--- src/rtl/coin_acceptor.sv ---
// Coin acceptor: debounces the slot sensor code, accumulates saturating credit on CIN, clears on Li.
// Optional refund path enabled by defining COIN_REFUND_EN.
module coin_acceptor #(
  parameter int DEB_CYC    = 3,
  parameter int MAX_CREDIT = 7,
  parameter int VAL_A      = 1,
  parameter int VAL_B      = 2,
  parameter int VAL_C      = 5
) (
  input  logic       CLK,
  input  logic       RESET,
  input  logic [1:0] COIN,
  input  logic       Li,
  input  logic       REF,
  output logic [2:0] CIN,
  output logic       FULL,
  output logic       REJ,
  output logic       BUSY,
  output logic       RET
);

  typedef enum logic [2:0] {IDLE, DEBOUNCE, ACCEPT, WAIT_REL, REFUND} state_t;

  state_t     state, state_n;
  logic [1:0] code, code_n;
  logic [3:0] cnt, cnt_n;
  logic [2:0] cin, cin_n;
  logic [3:0] val, base, sum;
  logic       rej;
`ifdef COIN_REFUND_EN
  logic       phase, phase_n;
  logic       ret;
`else
  logic       unused_ref;
  assign unused_ref = REF;
`endif

  always_ff @(posedge CLK or posedge RESET) begin
    if (RESET) begin
      state <= IDLE;
      code  <= 2'b00;
      cnt   <= 4'd0;
      cin   <= 3'd0;
`ifdef COIN_REFUND_EN
      phase <= 1'b0;
`endif
    end else begin
      state <= state_n;
      code  <= code_n;
      cnt   <= cnt_n;
      cin   <= cin_n;
`ifdef COIN_REFUND_EN
      phase <= phase_n;
`endif
    end
  end

  always_comb begin
    case (code)
      2'b01:   val = 4'(VAL_A);
      2'b10:   val = 4'(VAL_B);
      2'b11:   val = 4'(VAL_C);
      default: val = 4'd0;
    endcase
  end

  // Li clears before the add, so an accept in the same cycle sees a zero base.
  assign base = Li ? 4'd0 : {1'b0, cin};
  assign sum  = base + val;

  always_comb begin
    state_n = state;
    code_n  = code;
    cnt_n   = cnt;
    cin_n   = Li ? 3'd0 : cin;
    rej     = 1'b0;
`ifdef COIN_REFUND_EN
    phase_n = phase;
    ret     = 1'b0;
`endif
    case (state)
      IDLE: begin
`ifdef COIN_REFUND_EN
        if (REF && cin != 3'd0 && !Li) begin
          state_n = REFUND;
          phase_n = 1'b0;
        end else
`endif
        if (COIN != 2'b00) begin
          code_n  = COIN;
          cnt_n   = 4'd1;
          state_n = (DEB_CYC == 1) ? ACCEPT : DEBOUNCE;
        end
      end
      DEBOUNCE: begin
        if (COIN == code) begin
          cnt_n = cnt + 4'd1;
          if (cnt + 4'd1 == 4'(DEB_CYC)) state_n = ACCEPT;
        end else begin
          state_n = IDLE;
        end
      end
      ACCEPT: begin
        if (sum <= 4'(MAX_CREDIT)) cin_n = sum[2:0];
        else                       rej   = 1'b1;
        state_n = WAIT_REL;
      end
      WAIT_REL: begin
        if (COIN == 2'b00) state_n = IDLE;
      end
`ifdef COIN_REFUND_EN
      REFUND: begin
        if (Li) begin
          state_n = IDLE;
        end else if (!phase) begin
          ret     = 1'b1;
          cin_n   = cin - 3'd1;
          phase_n = 1'b1;
        end else if (cin == 3'd0) begin
          state_n = IDLE;
        end else begin
          phase_n = 1'b0;
        end
      end
`endif
      default: state_n = IDLE;
    endcase
  end

  assign CIN  = cin;
  assign FULL = (cin == 3'(MAX_CREDIT));
  assign REJ  = rej;
  assign BUSY = (state != IDLE);
`ifdef COIN_REFUND_EN
  assign RET  = ret;
`else
  assign RET  = 1'b0;
`endif

endmodule

--- config.mk ---
export PLATFORM = sky130hd
export DESIGN_NAME = coin_acceptor
export DESIGN_NICKNAME = d
export VERILOG_FILES = /design/src/rtl/coin_acceptor.sv
export SDC_FILE = /design/constraint.sdc
export NUM_CORES = 1
export LEC_CHECK = 0
export CORE_ASPECT_RATIO = 1.1
export CORE_MARGIN = 8
export CORE_UTILIZATION = 50
export CTS_CLUSTER_DIAMETER = 80
export DETAILED_ROUTE_END_ITERATION = 12
export GPL_TIMING_DRIVEN = 0
export PLACE_DENSITY_LB_ADDON = 0.25
export SLEW_MARGIN = 20
export SYNTH_ARGS = -nofsm -noshare
export SYNTH_HDL_FRONTEND = slang
export SYNTH_SLANG_ARGS = --single-unit
--- constraint.sdc ---
create_clock -name CLK -period 2 [get_ports CLK]
set_input_delay 0.5 -clock CLK [delete_from_list [all_inputs] [get_ports CLK]]
set_output_delay 0.5 -clock CLK [all_outputs]
set_load 0.1 [all_outputs]
==> results of run 1 <==
stage by stage:
stage	area [um2]	TNS (ns)	util (%)	worst slack, ns	total power (uW)
after global placement	906	-3.07	65.5	-1.36	1090
final	988	-0.304	71.4	-0.231	1300
after CTS	967	-0.312	69.9	-0.245	1260
after detailed placement	906	-3.26	65.5	-1.44	1110
after global routing	988	-0.513	71.4	-0.299	1400
after floorplan	786	-0.312	-	-0.260	956
worst paths after layout:
kind	from	endpoint	slack, ns	cells past startpoint
worst min register to register	code[1]	code[1]	0.54	2
max in group asynchronous	RESET	CIN[1]	1.13	2
min in group CLK	code[1]	code[1]	0.54	2
worst max-delay path	Li	REJ	-0.23	7
worst min-delay path	RESET	state[1]	0.54	2
worst max register to register	code[0]	CIN[1]	-0.06	6
synth_stat cells, drive strengths merged, types with 2 or more instances:
cell type,n
nand2b,2
and2b,4
o21ai,3
nand2,10
nor2b,3
a21oi,4
ha,5
dfrtp,11
and3,2
inv,5
mux2,2
nor2,6
and2,2
cell families (layout without fill, tap and decap cells):
group                    Yosys count  count (layout)  synth area share [%]
AND/OR/NAND/NOR                   35              35                  26.4
AO/OA/AOI/OAI                     15              15                  14.3
flip-flops                        11              11                  36.5
adder cells (fa/ha/maj)            7               7                  12.3
buffers and inverters              7              26                  4.65
XOR/XNOR                           2               2                  2.33
multiplexers                       2               2                  2.99
other                              1               1                 0.498
timing repair:
action	in CTS	in global routing
gates cloned	0	0
resized for setup	22	8
setup buffers	3	2
setup endpoints to repair	8	7
pin swaps	4	2
power groups by stage:
stage / Combinational, uW / Sequential (uW) / Clock (uW)
2_1_floorplan: 467 / 489 / 0
3_3_place_gp: 688 / 399 / 0
3_5_place_dp: 712 / 402 / 0
4_1_cts: 722 / 393 / 149
5_1_grt: 825 / 410 / 163
6_report: 753 / 394 / 148
flip-flops by register name, summed over array words and instances, names as in the netlist:
signal  flops
CIN         3
cnt         4
code        2
state       2
cell type report:
type,count,area [um2]
clock buffers,4,26.3
inverters,5,18.8
flip-flops and latches,11,284
repair buffers,15,140
well taps,16,20.0
fillers,117,395
multi-input cells,62,483
plain buffers,2,16.3
metal layers:
layer  routed length (um)  up-vias
li1                     -      316
met1                  632      304
met2                  759       20
met3                  108        0
met4                    0        0
met5                    0        -
==> results.json, run 1 <==
{
  "areaGrowthSynthToFinish_pct": 31.2,
  "grt_pass1_wl_um": 2540,
  "start_kind": "input pin",
  "crit_chain": "clkdlybuf4s15_1 > nor2b_4 > ha_4 > a21o_1 > a21oi_2 > nor2_4 > buf_12",
  "crit_path_end_kind": "output pin",
  "violations": "negative setup slack",
  "path_buf_inv": 2,
  "p_leak_uw": 0.000464,
  "worstPathRequired_ns": 1.50,
  "critPathMaxFanout": 3,
  "setup_ws_ns": -0.231,
  "firstDrtPassIters": 4,
  "mostFrequentLayoutCell": "nand2_1",
  "hold_violations": 0,
  "core_area_um2": 1380,
  "yosysWarnings": 0,
  "layout_common_cells": "10 x nand2_1, 8 x dfrtp_1, 6 x buf_4",
  "netlist.area_leader.share_pct": 36.5,
  "drt_iter0_drc": 12,
  "use_met1_pct": 12.0,
  "syn_area_um2": 753,
  "stdcell_count": 115,
  "initial_utilization_pct": 54.4,
  "ioPinCount": 13,
  "placed_cells": 106,
  "via_per_inst": 5.57,
  "slowest_delay_ns": 0.24,
  "htreeDepth": 1,
  "crit_family": "buffers and inverters",
  "grtUsageMet3_pct": 0.789,
  "worst_path_max_delay_cell": "clkdlybuf4s15_1",
  "dpl.hpwl_um": 1150,
  "ant_nets": 0,
  "power_frac_clock_pct": 11.4,
  "switching_share_pct": 49.3,
  "grtUsageTotal_pct": 10.4,
  "clk_pin_slew_worst_paths_ns": 0.07,
  "fp.dieH_um": 56.7,
  "yosysSeqAreaShare_pct": 36.5,
  "rsz0062_at_grt": "true",
  "die_w_um": 53.0,
  "setup_violations": 3,
  "dieArea_um2": 3010,
  "internal-power_uw": 656,
  "nets": 112,
  "grt.met2_usage_pct": 18.1,
  "power_density_nw_per_um2": 1310,
  "synthArstFlopShare_pct": 100,
  "tightest_slew_ns": 0.950,
  "grt_pass1_vias": 631,
  "drv_cap": 0,
  "clockRootBuffer": "clkbuf_4",
  "clk_path_buf_depth": 2,
  "avgSynthCellArea_um2": 9.42,
  "grt_overflow": 0,
  "grt_max_degree": 12,
  "min_path_type": "input pin to asynchronous set/reset pin",
  "finalClockSkew_ns": 0.00190,
  "synthesis.nets": 92,
  "slew_violations": 0,
  "yosys.area.top_type": "dfrtp_1",
  "routed_wl_um": 1500,
  "numCtsBuffers": 3,
  "grt_antenna_before_repair": 0,
  "num_vias": 640,
  "port_buffers": 10,
  "synth_ff_type": "dfrtp_1",
  "ctsHoldBuffers": 0,
  "clkSinkCount": 11,
  "p_switching_uw": 639,
  "ys_ff_latch": 11,
  "outcome": "complete, but fails checks",
  "synth_cells": 80,
  "clk_latency_ns": 0.26,
  "synth_area_leaders": "dfrtp_1 37%, ha_1 8.3%, nand2_1 5.0%, and2b_1 3.0%, mux2_2 3.0%",
  "ir_worst_vdd_mv": 1.05,
  "fin_crit_sh_pct": 112,
  "synth_edf_count": 0,
  "timing.fmax_ghz": 0.448,
  "worstSetupPathType": "input pin to output pin",
  "power_frac_comb_pct": 58.2,
  "yosysUniqueCellTypes": 35,
  "wl_per_cell_um": 13.0,
  "hold_ws_ns": 0.536,
  "relSlewSlack_pct": 36.9,
  "crit_arrival_ns": 1.73,
  "drc": 0,
  "gp_congestion": 0.814,
  "timing.final.crit_period_ns": 2.23,
  "antenna_cells": 0,
  "cts_tree": "built",
  "busiest_layer": "met2",
  "drive_above_1_share_pct": 31.3,
  "p_seq_share_pct": 30.4,
  "rows": 14
}
(Power assumes the default switching activity.)
==> run 2: changes to the inputs <==
--- a/config.mk
+++ b/config.mk
@@ -5,13 +5,16 @@
 export SDC_FILE = /design/constraint.sdc
 export NUM_CORES = 1
 export LEC_CHECK = 0
+export ABC_AREA = 1
 export CORE_ASPECT_RATIO = 1.1
 export CORE_MARGIN = 8
 export CORE_UTILIZATION = 50
 export CTS_CLUSTER_DIAMETER = 80
+export CTS_CLUSTER_SIZE = 28
 export DETAILED_ROUTE_END_ITERATION = 12
 export GPL_TIMING_DRIVEN = 0
 export PLACE_DENSITY_LB_ADDON = 0.25
+export RECOVER_POWER = 100
 export SLEW_MARGIN = 20
 export SYNTH_ARGS = -nofsm -noshare
 export SYNTH_HDL_FRONTEND = slang
==> run 2 against run 1 <==
Compared with the run above:
- the flow still finishes with violations (negative setup slack)
- die area shrank 2.5%
- hold slack lost 0.060 ns
- sequential cell count is the same
- first-iteration DRC count grew 25%
- clock-buffer cell count shrank 1
- worst setup slack gained 0.067 ns
- critical endpoint unchanged
==> results.json, run 2 <==
{
  "clkSinkCount": 11,
  "timing.fmax_ghz": 0.462,
  "via_per_inst": 5.02,
  "grt_pass1_wl_um": 2690,
  "fp.dieH_um": 56.0,
  "avgSynthCellArea_um2": 7.06,
  "ir_worst_vdd_mv": 1.04,
  "tightest_slew_ns": 0.545,
  "yosys.area.top_type": "dfrtp_1",
  "dieArea_um2": 2930,
  "firstDrtPassIters": 4,
  "outcome": "complete, but fails checks",
  "rr_startpoint": "code[0]",
  "finalClockSkew_ns": 0.00378,
  "drv_cap": 0,
  "syn_area_um2": 727,
  "largest_register_ffs": 4,
  "routed_wl_um": 1650,
  "hold_ws_ns": 0.476,
  "yosysMostFrequentCell": "nand2_1",
  "worstReg2RegEnd": "CIN[2]",
  "rsz0062_at_grt": "true",
  "fin_crit_sh_pct": 108,
  "areaGrowthSynthToFinish_pct": 38.2,
  "synthArstFlopShare_pct": 100,
  "synth_common_cells": "30 x nand2_1, 18 x inv_1, 11 x dfrtp_1",
  "grt_pass1_vias": 659,
  "htreeDepth": 1,
  "rows": 14,
  "wl_per_cell_um": 11.9,
  "port_buffers": 10,
  "num_vias": 698,
  "worstPathRequired_ns": 1.50,
  "start_kind": "register",
  "yosysWarnings": 0,
  "initial_utilization_pct": 53.2,
  "ioPinCount": 13,
  "synthesis.nets": 115,
  "crit_path_end_kind": "output pin",
  "drt_iter0_drc": 15,
  "layout_common_cells": "29 x nand2_1, 14 x inv_1, 8 x nor2_1, 8 x o21ai_0",
  "placed_cells": 129,
  "grt_max_degree": 12,
  "clk_latency_ns": 0.28,
  "power_density_nw_per_um2": 1500,
  "p_leak_uw": 0.000513,
  "clockRootBuffer": "clkbuf_4",
  "clk_path_buf_depth": 2,
  "numCtsBuffers": 3,
  "relSlewSlack_pct": 63.9,
  "die_w_um": 52.4,
  "gp_congestion": 0.806,
  "ant_nets": 0,
  "drive_above_1_share_pct": 30.1,
  "ys_ff_latch": 11,
  "ctsHoldBuffers": 0,
  "setup_ws_ns": -0.163,
  "critPathMaxFanout": 3,
  "stdcell_count": 139,
  "grtUsageTotal_pct": 11.7,
  "grt_antenna_before_repair": 0,
  "drc": 0,
  "slew_violations": 0,
  "synth_area_leaders": "dfrtp_1 38%, nand2_1 15%, inv_1 9.3%, ha_1 8.6%, o21ai_0 6.2%",
  "worstSetupPathType": "register to output pin",
  "timing.final.crit_period_ns": 2.16,
  "final_cell_area_um2": 1000,
  "core_area_um2": 1370,
  "yosysSeqAreaShare_pct": 37.9,
  "synth_edf_count": 0,
  "regToRegSetupSlack_ns": 0.30,
  "violations": "negative setup slack",
  "hold_violations": 0,
  "largest_register": "cnt",
  "dpl.hpwl_um": 1190,
  "clk_pin_slew_worst_paths_ns": 0.08,
  "crit_start": "CIN[1]",
  "reg2reg_depth": 10,
  "setup_violations": 1,
  "fin_tns_setup_ns": -0.163,
  "placed_area_um2": 890,
  "nets": 136,
  "crit_end": "REJ",
  "mostFrequentLayoutCell": "nand2_1",
  "synth_ff_type": "dfrtp_1",
  "yosysUniqueCellTypes": 19,
  "final_util_pct": 73.5,
  "grt_overflow": 0,
  "antenna_cells": 0,
  "min_path_type": "register to register",
  "netlist.area_leader.share_pct": 37.9,
  "crit_arrival_ns": 1.66,
  "synth_cells": 103,
  "cts_tree": "built"
}
[run 2: kinds of logic after synthesis]
logic type,Yosys count,synth area share [%]
other cells,1,0.516
compound gates,12,8.43
buf+inv,21,11.4
flops,11,37.9
simple gates,50,28.1
xor+xnor,2,2.41
fa+ha+maj,6,11.4
[run 2: metal layers]
metal | share of wire [%] | global-route usage [%]
met1 | 41 | 12.1
met2 | 53 | 20.4
met3 | 4.6 | 3.48
met4 | 1.6 | 5.56
met5 | 0 | 0
[run 2: how the worst min path moves through the flow]
stage	slack, ns	cells after the start	endpoint	from
finish	0.48	2	state[0]	state[0]
detailed placement	0.47	2	state[0]	state[0]
global route	0.52	2	state[0]	state[0]
global placement	0.45	2	state[0]	state[0]
floorplan	0.35	1	cnt[0]	RESET
CTS	0.48	2	state[0]	state[0]
[run 2: worst max-delay path, stage by stage (launching register included)]
cell and delay [ns]:
dfrtp_4 0.49, inv_4 0.07, nor2_4 0.04, ha_4 0.26, nand2_2 0.05, inv_2 0.07
o21ai_4 0.07, a21oi_4 0.15, buf_12 0.19
[run 2: power by group]
part           switching (uW)  internal, uW
sequential                106           331
combinational             642           274
clock                    83.7          74.3
[run 2: final cells by class]
| class | instances | area, um2 |
|---|---|---|
| multi-input cells | 71 | 435 |
| fillers | 101 | 362 |
| flip-flops and latches | 11 | 288 |
| repair buffers | 16 | 144 |
| inverters | 19 | 78.8 |
| clock buffers | 3 | 22.5 |
| well taps | 16 | 20.0 |
| plain buffers | 2 | 11.3 |
| clock inverters | 1 | 5.00 |
[run 2: per-stage QoR]
| stage | total power (uW) | setup WS [ns] |
|---|---|---|
| final | 1510 | -0.163 |
| after global routing | 1640 | -0.227 |
| after CTS | 1420 | -0.230 |
| after detailed placement | 1250 | -1.34 |
| after global placement | 1230 | -1.32 |
| after floorplan | 1080 | -0.273 |
[run 2: what timing repair did]
item | 4_1_cts | 5_1_grt
setup buffers | 0 | 6
pin swaps | 0 | 9
setup endpoints to repair | 6 | 3
resized for setup | 27 | 17
